`src/rtl/multicycle_ctrl.sv`:
```
// Purpose : control FSM sequencing the multicycle RV32I-subset datapath (fetch/decode/execute/writeback).
// Latency : one state per clock; lw 6 cycles, sw/R/I/jal 5, beq/bne 4 (IDLE cycle included in free-run).
// Backpressure: none; execution is gated only by run (free-run) or a rising edge on step (single-step).
//
// Ports:
//   clk_2, reset_n            clock, asynchronous active-low reset
//   run, step                 free-run level / raw single-step switch level
//   opcode, funct3, zero      instruction fields from IR, ALU zero flag
//   pc_write ... alu_op       datapath enables and mux selects
//   state, halted             current state encoding and HALT flag for the debug display
//   instr_count               retired-instruction counter, wraps at 2^NBITS
module multicycle_ctrl #(
    parameter int NBITS = 8
) (
    input  logic             clk_2,
    input  logic             reset_n,
    input  logic             run,
    input  logic             step,
    input  logic [6:0]       opcode,
    input  logic [2:0]       funct3,
    input  logic             zero,
    output logic             pc_write,
    output logic             ir_write,
    output logic             adr_src,
    output logic             mem_write,
    output logic             reg_write,
    output logic [1:0]       result_src,
    output logic [1:0]       alu_src_a,
    output logic [1:0]       alu_src_b,
    output logic [1:0]       alu_op,
    output logic [3:0]       state,
    output logic             halted,
    output logic [NBITS-1:0] instr_count
);

    typedef enum logic [3:0] {
        S_IDLE     = 4'd0,
        S_FETCH    = 4'd1,
        S_DECODE   = 4'd2,
        S_MEMADR   = 4'd3,
        S_MEMREAD  = 4'd4,
        S_MEMWB    = 4'd5,
        S_MEMWRITE = 4'd6,
        S_EXECR    = 4'd7,
        S_EXECI    = 4'd8,
        S_ALUWB    = 4'd9,
        S_BRANCH   = 4'd10,
        S_JAL      = 4'd11,
        S_HALT     = 4'd15
    } state_t;

    localparam logic [6:0] OP_LW     = 7'b0000011;
    localparam logic [6:0] OP_SW     = 7'b0100011;
    localparam logic [6:0] OP_RTYPE  = 7'b0110011;
    localparam logic [6:0] OP_ITYPE  = 7'b0010011;
    localparam logic [6:0] OP_BRANCH = 7'b1100011;
    localparam logic [6:0] OP_JAL    = 7'b1101111;

    state_t           r_state;
    state_t           w_next;
    logic             r_step_q;
    logic [NBITS-1:0] r_instr_count;
    logic             w_step_rise;
    logic             w_pc_update;
    logic             w_branch;
    logic             w_retire;

    assign w_step_rise = step & ~r_step_q;
    // Retirement is any return to IDLE; HALT never returns, so it is never counted.
    assign w_retire    = (r_state != S_IDLE) && (w_next == S_IDLE);

    always_ff @(posedge clk_2 or negedge reset_n) begin
        if (!reset_n) begin
            r_state       <= S_IDLE;
            r_step_q      <= 1'b0;
            r_instr_count <= '0;
        end else begin
            r_state  <= w_next;
            r_step_q <= step;
            if (w_retire) begin
                r_instr_count <= r_instr_count + {{(NBITS-1){1'b0}}, 1'b1};
            end
        end
    end

    always_comb begin
        w_next      = r_state;
        w_pc_update = 1'b0;
        w_branch    = 1'b0;
        ir_write    = 1'b0;
        adr_src     = 1'b0;
        mem_write   = 1'b0;
        reg_write   = 1'b0;
        result_src  = 2'b00;
        alu_src_a   = 2'b00;
        alu_src_b   = 2'b00;
        alu_op      = 2'b00;
        halted      = 1'b0;
        case (r_state)
            S_IDLE: begin
                // A step edge seen outside IDLE is simply lost: step_q tracks every cycle.
                if (run || w_step_rise) w_next = S_FETCH;
            end
            S_FETCH: begin
                ir_write    = 1'b1;
                w_pc_update = 1'b1;
                alu_src_b   = 2'b10;
                result_src  = 2'b10;
                w_next      = S_DECODE;
            end
            S_DECODE: begin
                alu_src_a = 2'b01;
                alu_src_b = 2'b01;
                case (opcode)
                    OP_LW, OP_SW: w_next = S_MEMADR;
                    OP_RTYPE:     w_next = S_EXECR;
                    OP_ITYPE:     w_next = S_EXECI;
                    OP_BRANCH:    w_next = (funct3[2:1] == 2'b00) ? S_BRANCH : S_HALT;
                    OP_JAL:       w_next = S_JAL;
                    default:      w_next = S_HALT;
                endcase
            end
            S_MEMADR: begin
                alu_src_a = 2'b10;
                alu_src_b = 2'b01;
                // IR still holds the instruction, so the opcode picks load vs store here.
                w_next    = (opcode == OP_SW) ? S_MEMWRITE : S_MEMREAD;
            end
            S_MEMREAD: begin
                adr_src = 1'b1;
                w_next  = S_MEMWB;
            end
            S_MEMWB: begin
                result_src = 2'b01;
                reg_write  = 1'b1;
                w_next     = S_IDLE;
            end
            S_MEMWRITE: begin
                adr_src   = 1'b1;
                mem_write = 1'b1;
                w_next    = S_IDLE;
            end
            S_EXECR: begin
                alu_src_a = 2'b10;
                alu_op    = 2'b10;
                w_next    = S_ALUWB;
            end
            S_EXECI: begin
                alu_src_a = 2'b10;
                alu_src_b = 2'b01;
                alu_op    = 2'b10;
                w_next    = S_ALUWB;
            end
            S_ALUWB: begin
                reg_write = 1'b1;
                w_next    = S_IDLE;
            end
            S_BRANCH: begin
                alu_src_a = 2'b10;
                alu_op    = 2'b01;
                w_branch  = 1'b1;
                w_next    = S_IDLE;
            end
            S_JAL: begin
                alu_src_a   = 2'b01;
                alu_src_b   = 2'b10;
                w_pc_update = 1'b1;
                w_next      = S_ALUWB;
            end
            S_HALT: begin
                halted = 1'b1;
            end
            default: w_next = S_HALT;
        endcase
    end

    // The only Mealy term: branch resolution uses the live zero flag (beq when funct3[0]=0, bne when 1).
    assign pc_write    = w_pc_update | (w_branch & (zero ^ funct3[0]));
    assign state       = r_state;
    assign instr_count = r_instr_count;

endmodule

```
`config.mk`:
```
export PLATFORM = sky130hd
export DESIGN_NAME = multicycle_ctrl
export DESIGN_NICKNAME = d
export VERILOG_FILES = /design/src/rtl/multicycle_ctrl.sv
export SDC_FILE = /design/constraint.sdc
export NUM_CORES = 1
export LEC_CHECK = 0
export CORE_MARGIN = 5
export CORE_UTILIZATION = 36
export CTS_CLUSTER_SIZE = 28
export DETAILED_ROUTE_END_ITERATION = 6
export PLACE_DENSITY = 0.82
export RECOVER_POWER = 100
export SLEW_MARGIN = 0
export SYNTH_ARGS = -nofsm -noshare
export SYNTH_HDL_FRONTEND = slang
export SYNTH_SLANG_ARGS = --single-unit
export TNS_END_PERCENT = 5
```
`constraint.sdc`:
```
create_clock -name clk_2 -period 1.3 [get_ports clk_2]
set_input_delay 0.13 -clock clk_2 [delete_from_list [all_inputs] [get_ports clk_2]]
set_output_delay 0.13 -clock clk_2 [all_outputs]
set_load 0.01 [all_outputs]
```
Yosys cells after proc, flatten, opt, wreduce, memory -nomap -nowiden
Index checks and enable logic that the tools add are counted.
{"block": "op_classes", "n_addsub": 1, "eq_ne": 18, "n_reduce_logical": 16, "bitwise": 5, "n_mux": 16}
{"op": "$pmux 4 s8", "n": 1}
{"op": "$eq 4x4->1 const B", "n": 5}
{"op": "$pmux 4 s5", "n": 1}
{"op": "$eq 4x3->1 const B", "n": 4}
{"op": "$pmux 2 s2", "n": 4}
{"op": "$eq 7x6->1 const B", "n": 2}
{"op": "$eq 7x7->1 const B", "n": 2}
{"op": "$reduce_or 2->1", "n": 6}
{"op": "$add 8x1->8 const B", "n": 1}
{"op": "$eq 4x2->1 const B", "n": 2}
{"op": "$logic_not 4->1", "n": 2}
{"op": "$reduce_or 4->1", "n": 2}
{"op": "$eq 7x2->1 const B", "n": 1}
{"op": "$eq 7x5->1 const B", "n": 1}
{"op": "$mux 1", "n": 7}
{"op": "$reduce_or 3->1", "n": 2}
{"op": "$eq 4x1->1 const B", "n": 1}
{"op": "$mux 4", "n": 1}
{"op": "$reduce_bool 4->1", "n": 1}
{"op": "$mux 3", "n": 1}
{"op": "$and 1x1->1", "n": 2}
{"op": "$logic_not 2->1", "n": 1}
{"op": "$mux 2", "n": 1}
{"op": "$logic_and 1x1->1", "n": 1}
{"op": "other kinds (4)", "n": 4}
{"block": "totals", "output_inout_bits": 26, "in_bits": 15, "ff_bits": 13}

Depth between registers and ports, before layout
Gate-level depths: netlist of the first run.
{"block": "logic_depth", "word_depth": 7, "depth_mapped": 6}

Worst setup path before layout of the first run
OpenSTA, ideal clock, no wires.
{"block": "synth_timing", "path_type": "register -> output", "start": "reg r_state[1] (netlist: state[1])", "end": "out pc_write", "path_slack_ps": -233, "required_time_ps": 1170, "stages_incl_launch_ff": 5, "t_arrival_ps": 1403, "path_cell_list": "dfrtp_1 -> buf_6 -> nor2b_1 -> nor4b_1 -> a21o_1"}
{"block": "synth_via", "elab_chain_len": 4, "word_cells_on_any_way": 8}
{"item": "start: declaration", "line": "59", "text": "state_t r_state;"}
{"item": "start signal: assignment", "line": "78", "text": "r_state <= w_next;"}
{"item": "$eq 4x4->1 / $eq 4x1->1 (equally long branches)", "line": "99", "text": "case (r_state)"}
{"item": "$reduce_or 2->1 (no source line) / $mux 1 (equally long branches)"}
{"item": "$mux 1 / $and 1x1->1 (equally long branches)", "line": "99, 178"}
{"item": "$or 1x1->1 (*)", "line": "178", "text": "assign pc_write = w_pc_update | (w_branch & (zero ^ funct3[0]));"}
{"item": "end: declaration", "line": "22", "text": "output logic pc_write,"}
Every way passes the cells marked *; elsewhere a longest branch is shown, timed or not.

Worst setup path after layout of the first run
Ends and elaborated chain as after synthesis.

==> qor.yml, run 1 <==
timing.setup.tns_ns: -5.76
vias: 1080
port_buffers: 40
cts.path.max_buffers: 2
rr_worst_depth: 7
holdWs_ns: 0.419
postLayoutSetupSlackWorst_ns: -0.345
synth_edf_count: 0
rrSetupSlack_ns: -0.33
p_leak_uw: 0.000798
yosysMostFrequentCell: "dfrtp_1"
power_frac_comb_pct: 12.4
syn_inst: 96
die-area_sq_mm: 0.00354
gp_congestion: 0.739
synth_common_cells: "dfrtp_1 (13), nor2_1 (10), xnor2_1 (6)"
rsz0062_at_grt: "yes"
vias_per_cell: 5.35
grt_use_total_pct: 18.3
p_int_uw: 583
finalHoldViolCount: 0
fin_skew_ns: 0.00570
worstPathCellList: "buf_4 -> nor2b_4 -> nor4b_4 -> a21o_1 -> buf_2"
clock_latency_ns: 0.29
first_pass_iters: 4
yosys_register_bits: 13
r2r-start: "state[1]$_DFF_PN0_"
max_freq_mhz: 608
die-height_um: 59.5
ir_worst_vdd_v: 0.000379
worstPathArrival_ns: 1.51
drive_gt1_share_pct: 46.5
cts_tree: "built"
crit_path_top_delay_cell: "dfrtp_1"
cp_data_required_time_ns: 1.17
grt_max_degree: 14
grt-ovfl-total: 0
finalCriticalPeriod_ns: 1.64
clockPowerShare_pct: 35.4
status: "finished, violations left"
hold_class: "in2async"
htree_levels: 1
core_sq_mm: 0.00241
yosysTopAreaCell: "dfrtp_1"
dieWidth_um: 59.5
rr_endpoint: "instr_count[5]$_DFFE_PN0P_"
synth-main-ff-cell: "dfrtp_1"
antenna_left: 0
post-route-period-util_pct: 127
antennaDiodeCount: 0
cts-root-buf: "clkbuf_4"
cts.sinks: 13
wirelength_mm: 3.37
grt_pass1_wl_mm: 4.89
synth_area_per_cell_sq_um: 9.19
ios: 41
crit_start: "state[1]$_DFF_PN0_"
seq_power_share_pct: 52.1
violations: "setup timing"
swShare_pct: 25.1
cts_buffers: 3
yosys_warnings: 0
cp-start-kind: "flop"
start_util_pct: 36.6
synth_top_area_share_pct: 36.9
nets: 189
slew_violations: 0
async_flop_share_pct: 100
p_sw_uw: 196
synth_cell_types: 39
endpoint: "pc_write"
end_kind: "output pin"
tightest_slew_ns: 0.781
maxCapViolations: 0
fp-row-count: 18
area_growth_pct: 85.5
drt_iter0_drc: 21
synth_area_sq_um: 882
path_max_fanout: 3
wl_per_cell_um: 16.7
antenna_found_initial: 0
syn_nets: 112
finalSetupViolations: 28
place.detailed.hpwl_mm: 2.09
yosys-top-cells-area: "dfrtp_1 (37%), xnor2_1 (6.0%), nor2_1 (4.3%), xor2_1 (4.0%), nand2b_4 (3.1%)"
synth-seq-area-share_pct: 36.9
pwr_density_cell_mw_per_mm2: 476
cpPeakStageDelay_ns: 0.42
first_global_vias: 1096
slew-limit-headroom_pct: 47.9
fin_total_pwr_uw: 779
critPathKind: "reg2out"
drc: 0
clkTransAtPathRegs_ns: 0.09
ctsHoldBuffers: 0
through the flow:
step	setup WS (ns)	std cells	util [%]	cell area (sq um)
global route	-0.401	202	67.9	1640
finish	-0.345	202	67.9	1640
floorplan	-0.232	96	-	888
CTS	-0.313	200	64.5	1560
global placement	-0.325	186	61.5	1480
detailed placement	-0.393	186	61.5	1480
worst max-delay path, delay by kind of cell (launching register included):
| family | cells | cell delay [ns] |
|---|---|---|
| AOI/OAI and AO/OA | 1 | 0.12 |
| and+or+nand+nor | 2 | 0.38 |
| buffers and inverters | 2 | 0.29 |
| DFF | 1 | 0.42 |
placed cells by master, fill, tap and decap left out, drive strengths merged, types with 2 or more instances in the layout:
cell            n
nor3b           2
dlygate4sd2     9
dfrtp          13
dlygate4sd3     2
nor2b           3
xnor2           6
and3            2
clkbuf          6
nand3           3
a21oi           5
nand2           4
nand4           4
o21ai           6
nor3            3
clkdlybuf4s50  12
xor2            4
nor2           10
o22ai           2
nand2b          6
mux2            2
buf            51
inv             2
flip-flops by register name, indices dropped and copies added, names as in the netlist:
name and flops:
instr_count 8, r_step_q 1, state 4
power by group through the flow:
stage | Sequential, uW | Clock (uW) | Combinational [uW]
2_1_floorplan | 414 | 0 | 20.1
6_report | 406 | 276 | 96.7
5_1_grt | 406 | 287 | 104
4_1_cts | 406 | 268 | 98.6
3_5_place_dp | 414 | 0 | 95.1
3_3_place_gp | 414 | 0 | 91.3
logic make-up (layout without fill, tap and decap cells):
| family | count (synthesis) | in the layout | synth area share, % |
|---|---|---|---|
| flops | 13 | 13 | 36.9 |
| simple gates | 41 | 41 | 27.4 |
| buf+inv | 7 | 83 | 4.40 |
| fa+ha+maj | 1 | 1 | 1.42 |
| xor+xnor | 10 | 10 | 9.93 |
| compound gates | 22 | 22 | 17.4 |
| mux | 2 | 2 | 2.55 |
final cells by class:
class,count,area [sq um]
flip-flops and latches,13,328
multi-input cells,76,622
clock buffers,4,26.3
fillers,178,773
repair buffers,77,616
inverters,2,7.51
well taps,30,37.5
repair_timing:
| action | 4_1_cts | 5_1_grt |
|---|---|---|
| setup endpoints to repair | 38 | 27 |
| pin swaps | 5 | 4 |
| resized for setup | 83 | 23 |
| buffers inserted | 10 | 2 |
metal layers:
layer	GRT usage (%)	vias up	share of wire (%)
li1	-	495	-
met3	2.18	12	4.9
met2	33.2	49	52
met1	19.1	524	40
met4	13.0	0	3.1
met5	0	-	0
worst min-delay path by stage:
| stage | startpoint | end | slack (ns) |
|---|---|---|---|
| finish | reset_n | instr_count[3]$_DFFE_PN0P_ | 0.42 |
| global route | step | r_step_q$_DFF_PN0_ | 0.44 |
| CTS | reset_n | instr_count[2]$_DFFE_PN0P_ | 0.14 |
| detailed placement | reset_n | instr_count[2]$_DFFE_PN0P_ | 0.45 |
| global placement | reset_n | instr_count[4]$_DFFE_PN0P_ | 0.45 |
| floorplan | reset_n | instr_count[0]$_DFFE_PN0P_ | -0.17 |
Note: power is estimated with default switching activity, not from simulation.
==> inputs of run 2 (changes only) <==
--- a/config.mk
+++ b/config.mk
@@ -11,6 +11,7 @@
 export DETAILED_ROUTE_END_ITERATION = 6
 export PLACE_DENSITY = 0.82
 export RECOVER_POWER = 100
+export SETUP_SLACK_MARGIN = 0.2
 export SLEW_MARGIN = 0
 export SYNTH_ARGS = -nofsm -noshare
 export SYNTH_HDL_FRONTEND = slang
==> constraint.sdc (replaced) <==
create_clock -name clk_2 -period 1.3 [get_ports clk_2]
set_input_delay 0.195 -clock clk_2 [delete_from_list [all_inputs] [get_ports clk_2]]
set_output_delay 0.195 -clock clk_2 [all_outputs]
set_load 0.01 [all_outputs]
==> run 2 against run 1 <==
Against the previous run:
- the flow still finishes with violations (setup timing)
- fmax down 0.69%
- register-to-register slack got worse by 0.03 ns
- critical endpoint is now instr_count[7]$_DFFE_PN0P_
- wire length fell by 6.5%
==> qor.yml, run 2 (same netlist as run 1, synthesis figures left out) <==
place.detailed.hpwl_mm: 2.10  # +0.63%
pwr_density_cell_mw_per_mm2: 459  # -3.5%
port_buffers: 40  # unchanged
ios: 41  # unchanged
tightest_slew_ns: 0.710  # -0.0715 ns
grt_max_degree: 14  # unchanged
fin_total_pwr_uw: 745  # -4.3%
cts.path.max_buffers: 2  # unchanged
worstPathCellList: "buf_6 -> buf_6 -> nand2b_4 -> buf_6 -> a22oi_4 -> and4_4 -> nand3_2 -> xnor2_1"
cp_top_family: "simple AND/OR/NAND/NOR gates"
cts.sinks: 13  # unchanged
drt_iter0_drc: 19  # -9.5%
clock_latency_ns: 0.27  # -0.02 ns
clkTransAtPathRegs_ns: 0.08  # about the same
p_leak_uw: 0.000769  # -3.6%
ctsHoldBuffers: 0  # unchanged
antennaDiodeCount: 0  # unchanged
largest_register_ffs: 8  # unchanged
holdWs_ns: 0.474  # +0.0543 ns
violations: "setup timing"
post-route-period-util_pct: 127  # +0.88 points
drc: 0  # unchanged
critPathMostFrequentCell: "buf_6"
use_met1_pct: 21.2  # +2.1 points
final_common_cell: "buf_4"
p_sw_uw: 165  # -16%
seq_power_share_pct: 54.5  # +2.4 points
cpPeakStageDelay_ns: 0.43  # about the same
vias_per_cell: 5.26  # -1.7%
start_util_pct: 36.6  # unchanged
maxCapViolations: 0  # unchanged
fin_skew_ns: 0.00117  # -0.00453 ns
vias: 1062  # -1.7%
wl_per_cell_um: 15.6  # -6.5%
gp_congestion: 0.780  # +5.6%
swShare_pct: 22.1  # -3.0 points
clockPowerShare_pct: 33.0  # -2.4 points
slew-limit-headroom_pct: 52.7  # +4.8 points
worstPathArrival_ns: 1.82  # +0.31 ns
cp.buffers_inverters: 3  # +1
nets: 189  # unchanged
crit_path_top_delay_cell: "dfrtp_2"
p_int_uw: 580  # -0.48%
rsz0062_at_grt: "yes"
antenna_left: 0  # unchanged
slew_violations: 0  # unchanged
use_met3_pct: 2.83  # +0.65 points
ir_worst_vdd_v: 0.000639  # +69%
cp_data_required_time_ns: 1.46  # +0.29 ns
grt_use_total_pct: 18.5  # +0.22 points
grt.busiest_layer: "met2"
die-height_um: 59.5  # unchanged
cp-start-kind: "flop"
area_growth_pct: 83.8
cts_tree: "built"
finalHoldViolCount: 0  # unchanged
antenna_found_initial: 0  # unchanged
status: "finished, violations left"
path_max_fanout: 5  # +2
fp-row-count: 18  # unchanged
first_pass_iters: 4  # unchanged
hold_class: "reg2reg"
die-area_sq_mm: 0.00354  # unchanged
cts_buffers: 3  # unchanged
grt_pass1_wl_mm: 5.08  # +4.0%
postLayoutSetupSlackWorst_ns: -0.356  # -0.0115 ns
cts-root-buf: "clkbuf_4"
max_freq_mhz: 604  # -0.69%
use_met2_pct: 34.5  # +1.2 points
htree_levels: 1  # unchanged
dieWidth_um: 59.5  # unchanged
wirelength_mm: 3.16  # -6.5%
power_frac_comb_pct: 12.5  # about the same
grt-ovfl-total: 0  # unchanged
finalSetupViolations: 26  # -7.1%
finalCriticalPeriod_ns: 1.66  # +0.0115 ns
first_global_vias: 1101  # +0.46%
critPathKind: "reg2reg"
end_kind: "flop"
core_sq_mm: 0.00241  # unchanged
final_cell_mix: "buf_4 (26), buf_2 (14), clkdlybuf4s50_1 (12)"
drive_gt1_share_pct: 50.0  # +3.5 points
## run 2: repair_timing
action / in CTS / in global routing
pin swaps: 10 / 4
resized for setup: 106 / 19
endpoints found under the hold margin: 0 / 0
endpoints found under the setup margin: 38 / 37
buffers inserted: 7 / 1
## run 2: through the flow
stage	instances	util [%]	instance area, sq um	setup TNS, ns	setup slack, ns
floorplan	96	-	888	-1.20	-0.232
global placement	190	62.8	1510	-8.09	-0.399
detailed placement	190	62.8	1510	-8.87	-0.440
CTS	201	66.1	1590	-5.57	-0.337
global route	202	67.3	1620	-7.80	-0.434
finish	202	67.3	1620	-6.19	-0.356
## run 2: worst register-to-register path, cell delays in order, from the launching register on
cell      delay [ns]
dfrtp_2         0.43
buf_6           0.12
buf_6           0.11
nand2b_4        0.07
buf_6           0.12
a22oi_4         0.21
and4_4          0.28
nand3_2         0.08
xnor2_1         0.13
## run 2: cell type report
type / instances / area [sq um]
repair buffers: 77 / 596
flip-flops and latches: 13 / 329
well taps: 30 / 37.5
clock buffers: 4 / 26.3
multi-input cells: 76 / 626
inverters: 2 / 7.51
fillers: 195 / 788
## run 2: final timing paths
kind | start | endpoint | slack, ns | cells after the start
setup / recovery | state[1]$_DFF_PN0_ | instr_count[7]$_DFFE_PN0P_ | -0.36 | 8
max in group asynchronous | reset_n | state[0]$_DFF_PN0_ | 0.33 | 2
setup reg to reg | state[1]$_DFF_PN0_ | instr_count[7]$_DFFE_PN0P_ | -0.36 | 8
hold reg to reg | instr_count[7]$_DFFE_PN0P_ | instr_count[7]$_DFFE_PN0P_ | 0.47 | 1
hold / removal | instr_count[7]$_DFFE_PN0P_ | instr_count[7]$_DFFE_PN0P_ | 0.47 | 1
min in group asynchronous | reset_n | instr_count[2]$_DFFE_PN0P_ | 0.48 | 2
## run 2: layer usage
layer	vias to the layer above	share of wire, %
met5	-	0
met4	0	1.6
met3	6	4.9
met2	44	55
met1	515	39
li1	497	-
## run 2: power groups by stage
stage          combinational [uW]  sequential, uW  clock (uW)
3_5_place_dp                 92.3             414           0
3_3_place_gp                 88.5             414           0
5_1_grt                       101             406         273
2_1_floorplan                20.1             414           0
4_1_cts                      95.8             406         253
6_report                     92.8             406         246
==> inputs of run 3 (changes only) <==
--- a/config.mk
+++ b/config.mk
@@ -9,7 +9,7 @@
 export CORE_UTILIZATION = 36
 export CTS_CLUSTER_SIZE = 28
 export DETAILED_ROUTE_END_ITERATION = 6
-export PLACE_DENSITY = 0.82
+export PLACE_DENSITY = 0.72
 export RECOVER_POWER = 100
 export SETUP_SLACK_MARGIN = 0.2
 export SLEW_MARGIN = 0
==> run 3 against run 2 <==
Against the previous run:
- the run still ends with setup timing left
- global-route usage decreased by 0.78 points
- first-iteration DRC count decreased by 11%
- sequential share of layout area increased by 0.88 points
- setup slack improved by 0.029 ns
- die area unchanged
- count of clock-buffer cells in the layout unchanged
- largest cell class unchanged
- largest power group unchanged
- highest routed layer unchanged
==> qor.yml, run 3 (same netlist as run 1, synthesis figures left out) <==
critPathMostFrequentCell: "buf_6"
antenna_found_initial: 0  # unchanged
end_kind: "flop"
clock_latency_ns: 0.28  # about the same
p_leak_uw: 0.000732  # -4.7%
pwr_density_cell_mw_per_mm2: 484  # +5.4%
status: "finished, violations left"
cpPeakStageDelay_ns: 0.44  # about the same
ios: 41  # unchanged
core_sq_mm: 0.00241  # unchanged
cts_tree: "built"
fin_total_pwr_uw: 753  # +1.0%
max_freq_mhz: 614  # +1.8%
vias: 993  # -6.5%
nets: 186  # -1.6%
drt_iter0_drc: 17  # -2
holdWs_ns: 0.471  # -0.00245 ns
die-area_sq_mm: 0.00354  # unchanged
postLayoutSetupSlackWorst_ns: -0.328  # +0.0289 ns
first_pass_iters: 3  # -1
antenna_left: 0  # unchanged
violations: "setup timing"
cp.buffers_inverters: 2  # -1
path_max_fanout: 5  # unchanged
cts.sinks: 13  # unchanged
cp_top_family: "simple AND/OR/NAND/NOR gates"
drive_gt1_share_pct: 46.2  # -3.8 points
worstPathCellList: "buf_6 -> nand2b_4 -> buf_6 -> a22oi_4 -> and4_4 -> nand3_1 -> xnor2_1"
antennaDiodeCount: 0  # unchanged
ir_worst_vdd_v: 0.000433  # -32%
tightest_slew_ns: 0.728  # +0.0183 ns
fill_cells: 199  # +2.1%
wl_per_cell_um: 14.5  # -7.2%
grt_pass1_wl_mm: 4.75  # -6.4%
cts_buffers: 3  # unchanged
area_growth_pct: 76.2
die-height_um: 59.5  # unchanged
hold_class: "in2async"
layoutNonFillerInstCount: 199  # -1.5%
dieWidth_um: 59.5  # unchanged
grt-ovfl-total: 0  # unchanged
cp-start-kind: "flop"
port_buffers: 40  # unchanged
vias_per_cell: 4.99  # -5.1%
critPathKind: "reg2reg"
wirelength_mm: 2.89  # -8.6%
cts.path.max_buffers: 2  # unchanged
fin_skew_ns: 0.00511  # +0.00394 ns
worstPathArrival_ns: 1.80  # -0.02 ns
grt_use_total_pct: 17.7  # -0.78 points
largest_register_ffs: 8  # unchanged
final_common_cell: "buf_4"
placedCellCount: 188  # -1.1%
cts-root-buf: "clkbuf_4"
drc: 0  # unchanged
maxCapViolations: 0  # unchanged
r2r-start: "state[0]$_DFF_PN0_"
cp_data_required_time_ns: 1.47  # about the same
gp_congestion: 0.854  # +9.4%
slew-limit-headroom_pct: 51.5  # -1.2 points
finalSetupViolations: 27  # +3.8%
fp-row-count: 18  # unchanged
rsz0062_at_grt: "yes"
final_cell_mix: "buf_4 (24), buf_2 (15), clkdlybuf4s50_1 (12)"
htree_levels: 1  # unchanged
place.detailed.hpwl_mm: 2.07  # -1.8%
post-route-period-util_pct: 125  # -2.2 points
slew_violations: 0  # unchanged
crit_path_top_delay_cell: "dfrtp_2"
grt_max_degree: 14  # unchanged
finalCriticalPeriod_ns: 1.63  # -0.0289 ns
first_global_vias: 1086  # -1.4%
finalHoldViolCount: 0  # unchanged
start_util_pct: 36.6  # unchanged
clkTransAtPathRegs_ns: 0.08  # about the same
crit_start: "state[0]$_DFF_PN0_"
[run 3: cell types whose count changed in the layout (fill, tap and decap cells not counted), sizes merged]
cell	previous run	this run
buf	50	47
[run 3: where the power goes]
group | internal [uW] | switching [uW] | total (uW)
clock | 119 | 134 | 254
sequential | 405 | 0.358 | 406
combinational | 57.3 | 35.9 | 93.2
[run 3: path summary, 6_finish.rpt]
path | to | slack (ns) | cells after the start
min | instr_count[1]$_DFFE_PN0P_ | 0.47 | 2
max reg2reg | instr_count[7]$_DFFE_PN0P_ | -0.33 | 7
min in group clk_2 | instr_count[7]$_DFFE_PN0P_ | 0.48 | 1
max in group asynchronous | state[2]$_DFF_PN0_ | 0.32 | 2
max | instr_count[7]$_DFFE_PN0P_ | -0.33 | 7
min reg2reg | instr_count[7]$_DFFE_PN0P_ | 0.48 | 1
[run 3: metrics by stage]
stage	setup WS, ns	util (%)	instance area, sq um	setup TNS, ns
after floorplan	-0.232	-	888	-1.20
after global placement	-0.408	62.1	1500	-7.87
after detailed placement	-0.437	62.1	1500	-8.42
after CTS	-0.311	65.2	1570	-5.47
after global routing	-0.395	64.5	1550	-7.14
final	-0.328	64.5	1550	-5.40
[run 3: per-layer routing]
layer / up-vias / part of all wire (%) / routed length (um) / GRT usage (%)
li1: 487 / - / - / -
met1: 474 / 44 / 1260 / 21.7
met2: 27 / 49 / 1430 / 29.0
met3: 5 / 5.3 / 154 / 4.14
met4: 0 / 1.6 / 46 / 8.54
met5: - / 0 / 0 / 0
[run 3: cell type report]
cell class                      instances  area (sq um)  area share, %
Clock buffer                            4          26.3           1.69
Inverter                                2          7.51          0.483
Multi-Input combinational cell         76           594           38.2
Sequential cell                        13           329           21.2
Tap cell                               30          37.5           2.42
Timing Repair Buffer                   74           559           36.0
[run 3: what timing repair did]
item                                    in CTS  in global routing
resized for setup                          115                  9
pin swaps                                   11                  1
endpoints found under the setup margin      38                 33
setup buffers                                7                  0
gates cloned                                 0                  0
hold buffers                                 0                  0
